`src/rtl/bin_to_digit_codes.sv`:
```
// bin_to_digit_codes: iterative double-dabble converter feeding an 8-digit
// seven-segment controller. A start in IDLE loads bin/dp_in. BIN_WIDTH
// shift-add-3 cycles follow, then one FORMAT cycle registers d0..d7, dp and
// overflow and pulses done.
// Ports: clk, reset (sync, active-high), start, bin[BIN_WIDTH], dp_in[8] in;
//        busy, done, overflow, d0..d7[5], dp[8] out.
// Build option: BIN_TO_DIGIT_CODES_LZB_EN enables leading-zero blanking.
module bin_to_digit_codes #(
   parameter int BIN_WIDTH = 27
) (
   input  logic                 clk,
   input  logic                 reset,
   input  logic                 start,
   input  logic [BIN_WIDTH-1:0] bin,
   input  logic [7:0]           dp_in,
   output logic                 busy,
   output logic                 done,
   output logic                 overflow,
   output logic [4:0]           d0,
   output logic [4:0]           d1,
   output logic [4:0]           d2,
   output logic [4:0]           d3,
   output logic [4:0]           d4,
   output logic [4:0]           d5,
   output logic [4:0]           d6,
   output logic [4:0]           d7,
   output logic [7:0]           dp
);

   localparam int SW = 32 + BIN_WIDTH;

   typedef enum logic [1:0] {
      IDLE,
      SHIFT,
      FORMAT
   } state_t;

   state_t         state_q, state_d;
   // {bcd[31:0], bin_reg} shifted together as one register
   logic [SW-1:0]  sh_q, sh_d;
   logic [4:0]     cnt_q, cnt_d;
   logic [7:0]     dpc_q, dpc_d;
   logic           ovfp_q, ovfp_d;
   logic           busy_q, busy_d;
   logic           done_q, done_d;
   logic           ovf_q, ovf_d;
   logic [39:0]    dig_q, dig_d;
   logic [7:0]     dp_q, dp_d;

   logic [31:0]    bcd;
   logic [31:0]    adj;
   logic [39:0]    fmt;
   logic           seen;
   logic [3:0]     nib;
   logic [4:0]     code;

   assign bcd = sh_q[SW-1 -: 32];

   // add 3 to each nibble >= 5; nibbles never carry into each other
   always_comb begin
      adj = '0;
      for (int i = 0; i < 8; i++) begin
         if (bcd[4*i +: 4] >= 4'd5)
            adj[4*i +: 4] = bcd[4*i +: 4] + 4'd3;
         else
            adj[4*i +: 4] = bcd[4*i +: 4];
      end
   end

   // digit codes from the final BCD; walk from the top so blanking
   // stops at the first nonzero digit
   always_comb begin
      fmt  = '0;
      seen = 1'b0;
      nib  = '0;
      code = '0;
      for (int i = 7; i >= 0; i--) begin
         nib  = bcd[4*i +: 4];
         code = {1'b0, nib};
`ifdef BIN_TO_DIGIT_CODES_LZB_EN
         if (!seen && nib == 4'd0 && i != 0)
            code = 5'd23;
`endif
         if (nib != 4'd0)
            seen = 1'b1;
         if (ovfp_q)
            code = 5'd22;
         fmt[5*i +: 5] = code;
      end
   end

   always_comb begin
      state_d = state_q;
      sh_d    = sh_q;
      cnt_d   = cnt_q;
      dpc_d   = dpc_q;
      ovfp_d  = ovfp_q;
      busy_d  = busy_q;
      done_d  = 1'b0;
      ovf_d   = ovf_q;
      dig_d   = dig_q;
      dp_d    = dp_q;
      unique case (state_q)
         IDLE: begin
            if (start) begin
               sh_d    = {32'd0, bin};
               dpc_d   = dp_in;
               ovfp_d  = {{(32-BIN_WIDTH){1'b0}}, bin} > 32'd99_999_999;
               cnt_d   = '0;
               busy_d  = 1'b1;
               state_d = SHIFT;
            end
         end
         SHIFT: begin
            sh_d  = {adj, sh_q[BIN_WIDTH-1:0]} << 1;
            cnt_d = cnt_q + 5'd1;
            if (cnt_q == 5'(BIN_WIDTH - 1))
               state_d = FORMAT;
         end
         FORMAT: begin
            dig_d   = fmt;
            dp_d    = dpc_q;
            ovf_d   = ovfp_q;
            done_d  = 1'b1;
            busy_d  = 1'b0;
            state_d = IDLE;
         end
         default: state_d = IDLE;
      endcase
   end

   always_ff @(posedge clk) begin
      if (reset) begin
         state_q <= IDLE;
         sh_q    <= '0;
         cnt_q   <= '0;
         dpc_q   <= '0;
         ovfp_q  <= 1'b0;
         busy_q  <= 1'b0;
         done_q  <= 1'b0;
         ovf_q   <= 1'b0;
         dig_q   <= '0;
         dp_q    <= '0;
      end else begin
         state_q <= state_d;
         sh_q    <= sh_d;
         cnt_q   <= cnt_d;
         dpc_q   <= dpc_d;
         ovfp_q  <= ovfp_d;
         busy_q  <= busy_d;
         done_q  <= done_d;
         ovf_q   <= ovf_d;
         dig_q   <= dig_d;
         dp_q    <= dp_d;
      end
   end

   assign busy     = busy_q;
   assign done     = done_q;
   assign overflow = ovf_q;
   assign dp       = dp_q;
   assign d0       = dig_q[4:0];
   assign d1       = dig_q[9:5];
   assign d2       = dig_q[14:10];
   assign d3       = dig_q[19:15];
   assign d4       = dig_q[24:20];
   assign d5       = dig_q[29:25];
   assign d6       = dig_q[34:30];
   assign d7       = dig_q[39:35];

endmodule

```
`config.mk`:
```
export PLATFORM = sky130hd
export DESIGN_NAME = bin_to_digit_codes
export DESIGN_NICKNAME = d
export VERILOG_FILES = /design/src/rtl/bin_to_digit_codes.sv
export SDC_FILE = /design/constraint.sdc
export NUM_CORES = 1
export LEC_CHECK = 0
export CAP_MARGIN = 30
export CORE_UTILIZATION = 40
export DETAILED_ROUTE_END_ITERATION = 10
export SLEW_MARGIN = 40
export SYNTH_ARGS = -nofsm -noshare
export SYNTH_HDL_FRONTEND = slang
export SYNTH_SLANG_ARGS = --single-unit
```
`constraint.sdc`:
```
create_clock -name clk -period 2.55 [get_ports clk]
set_clock_uncertainty 0.2 [all_clocks]
set_input_delay 0.51 -clock clk [delete_from_list [all_inputs] [get_ports clk]]
set_output_delay 0.51 -clock clk [all_outputs]
set_load 0.005 [all_outputs]
```
==> metrics.md <==
| Metric | Value |
|---|---|
| Outcome | `completed` |
| Share of flip-flops with an asynchronous set or reset | `0%` |
| Storage cell area | `2360 um2` |
| Initial antenna violation count | `0` |
| Total wire length | `12.1 mm` |
| Total congestion overflow | `0` |
| Top FF cell, synth | `dfxtp_1` |
| Routability cong. | `0.760` |
| Post-route design area | `6640 um2` |
| Diode count | `0` |
| Crit path capture type | `primary output` |
| RSZ-0062 raised after global routing | `no` |
| Die ar. | `13,200 um2` |
| Post-CTS Resized | `0` |
| Maximum clock insertion buffer count | `2` |
| Setup Fix Bufs, Post-CTS | `0` |
| Peak VDD IR | `0.455 mV` |
| CTS tree | `yes` |
| IO Pins | `89` |
| Footprint of the multi-input gates | `2410 um2` |
| Routed len/inst | `14.1 um` |
| Clock tree sinks | `118` |
| CP peak stage delay | `0.57 ns` |
| Data required time at the worst endpoint | `1.84 ns` |
| Placed cell area | `6080 um2` |
| Worst path bufs/invs | `1` |
| Core area | `12,200 um2` |
| Residual DRC count | `0` |
| Post-synthesis sequential area ratio | `46.4%` |
| Hold_buf cts | `0` |
| #FFs+latches synth | `118` |
| Number of nets in the layout | `731` |
| Vias per cell | `5.15` |
| CTS Buf Count | `17` |
| Fin. Hold Viols | `0` |
| Pwr dens | `677 nW/um2` |
| Synth warn | `0` |
| Top cells by count, synth | `dfxtp_1, nor2_1, a21oi_1, nand2_1, nor3_1` |
| Initial core utilization | `41.7%` |
| Die Height | `115 um` |
| Die width | `115 um` |
| H-tree Lvls | `4` |
| Final setup fails | `0` |
| Fraction of layout cells with a size suffix above 1 | `7.86%` |
| EDFF count, synth | `0` |
| First-pass GRT wire length | `19.8 mm` |
| Max-slew violations | `0` |
| # fillers | `1,178` |
| Distinct cell type count after synthesis | `40` |
| CP max stage cell | `clkdlybuf4s50_1` |
| Worst-path clk slew | `0.05 ns` |
| Cell Area, Synth | `5090 um2` |
| Leakage power | `2.43 nW` |
| Number of I/O port buffers | `88` |
| Count leader, synth | `dfxtp_1` |
| Crit path kind | `register to primary output` |
| TritonRoute pass-1 iters | `4` |
| Hpwl dp | `7.97 mm` |
| Number of global-route vias before repair | `4,208` |
| Top cells by area, synth | `dfxtp_1, a21oi_1, nor2_1, ha_1, o221ai_1` |
| Fmax | `463 MHz` |
| Pre-CTS setup slack | `0.401 ns` |
| Syn Inst Count | `601` |
| Crit-path max FO | `10` |
| Maxcap violations | `0` |
| Post-route antenna net violation count | `0` |
| Syn_area_per_cell | `8.47 um2` |
| Startpoint type of the worst setup path | `register` |
| Crit-path cells | `clkdlybuf4s50_1` |
| Clock root cell | `clkbuf_16` |
| Syn-to-layout area delta | `30.4%` |
| Largest net degree at the start of global routing | `51` |
| Post-synth net total | `657` |
| Via count | `4,400` |
| Slew Limit Headroom | `70.3%` |
| Row count | `40` |
| Worst Slack Setup Final | `0.388 ns` |
| Final Cycle Share | `84.8%` |
| Setup_tns | `0 ns` |
| Initial drt markers | `183` |
| Post-layout util | `54.4%` |
| Clk_lat worst skew | `0.42 ns` |
| Worst hold-check path type | `register to register` |
| Worst Path Arrival | `1.45 ns` |
| CP delay by family, top | `buffers and inverters` |
| Cell accounting for the most synthesized area | `dfxtp_1` |
| Post-route minimum period | `2.16 ns` |
| Global Route Usage Sum | `19.3%` |
| Yosys top cell area share | `46.4%` |
| Slew @ Worst Pin | `0.446 ns` |
## sequential cells by signal, summed over array words and instances, names as in the netlist
| name | cells |
|---|---|
| busy | 1 |
| cnt_q | 5 |
| dig_q | 33 |
| done | 1 |
| dp | 8 |
| dpc_q | 8 |
| ovfp_q | 1 |
| sh_q | 59 |
| state_q | 2 |
## through the flow
step | instances | power, mW | hold slack [ns]
final | 855 | 4.50 | 0.253
after global routing | 855 | 4.67 | 0.270
after CTS | 855 | 4.54 | 0.255
after detailed placement | 824 | 2.28 | 0.248
after global placement | 824 | 2.27 | 0.239
after floorplan | 601 | 2.14 | 0.232
## final timing paths
| path | from | slack (ns) | end | cells past startpoint |
|---|---|---|---|---|
| worst min-delay path | dp[2] | 0.25 | dp[2] | 2 |
| worst min register to register | dp[2] | 0.25 | dp[2] | 2 |
| worst max-delay path | dig_q[34] | 0.39 | d1[4] | 1 |
| worst max register to register | state_q[0] | 0.82 | cnt_q[4] | 4 |
## cells in the final DEF (no fill, tap or decap), types with 9 or more instances in the layout
cell	Yosys	final
a21oi_1	64	64
a22o_1	16	16
buf_4	11	14
clkbuf_16	0	17
clkdlybuf4s50_1	0	87
dfxtp_1	118	118
ha_1	18	18
inv_1	17	17
nand2_1	54	54
nand3_1	19	19
nand3b_1	9	9
nor2_1	74	74
nor3_1	43	43
o21ai_0	24	24
o221ai_1	25	25
## where the power goes
part | internal, mW | switching, mW | total, mW
sequential | 1.90 | 0.0317 | 1.93
combinational | 0.131 | 0.174 | 0.305
clock | 1.47 | 0.792 | 2.26
## routing by layer
| metal | share of wire, % | vias up | global-route usage, % |
|---|---|---|---|
| met5 | 0 | - | 0 |
| met1 | 47 | 2044 | 23.9 |
| met2 | 47 | 95 | 31.2 |
| met4 | 1.5 | 0 | 8.66 |
| met3 | 4.3 | 19 | 5.59 |
| li1 | - | 2242 | - |
## final cells by class
class	instances	area share [%]
multi-input combinational	415	36.3
timing repair buffer	104	15.4
sequential	118	35.6
clock buffer	21	6.93
inverter	19	1.07
clock inverter	10	1.58
tap	168	3.17
## kinds of logic (layout without fill, tap and decap cells)
group / Yosys count / in the layout / share of synthesized area, %
AND/OR/NAND/NOR: 245 / 245 / 23.0
AO/OA/AOI/OAI: 135 / 135 / 16.6
flip-flops: 118 / 118 / 46.4
buffers and inverters: 68 / 154 / 6.39
adder cells (fa/ha/maj): 18 / 18 / 4.42
XOR/XNOR: 9 / 9 / 1.55
multiplexers: 8 / 8 / 1.57
Power figures use the tool's default switching activity.
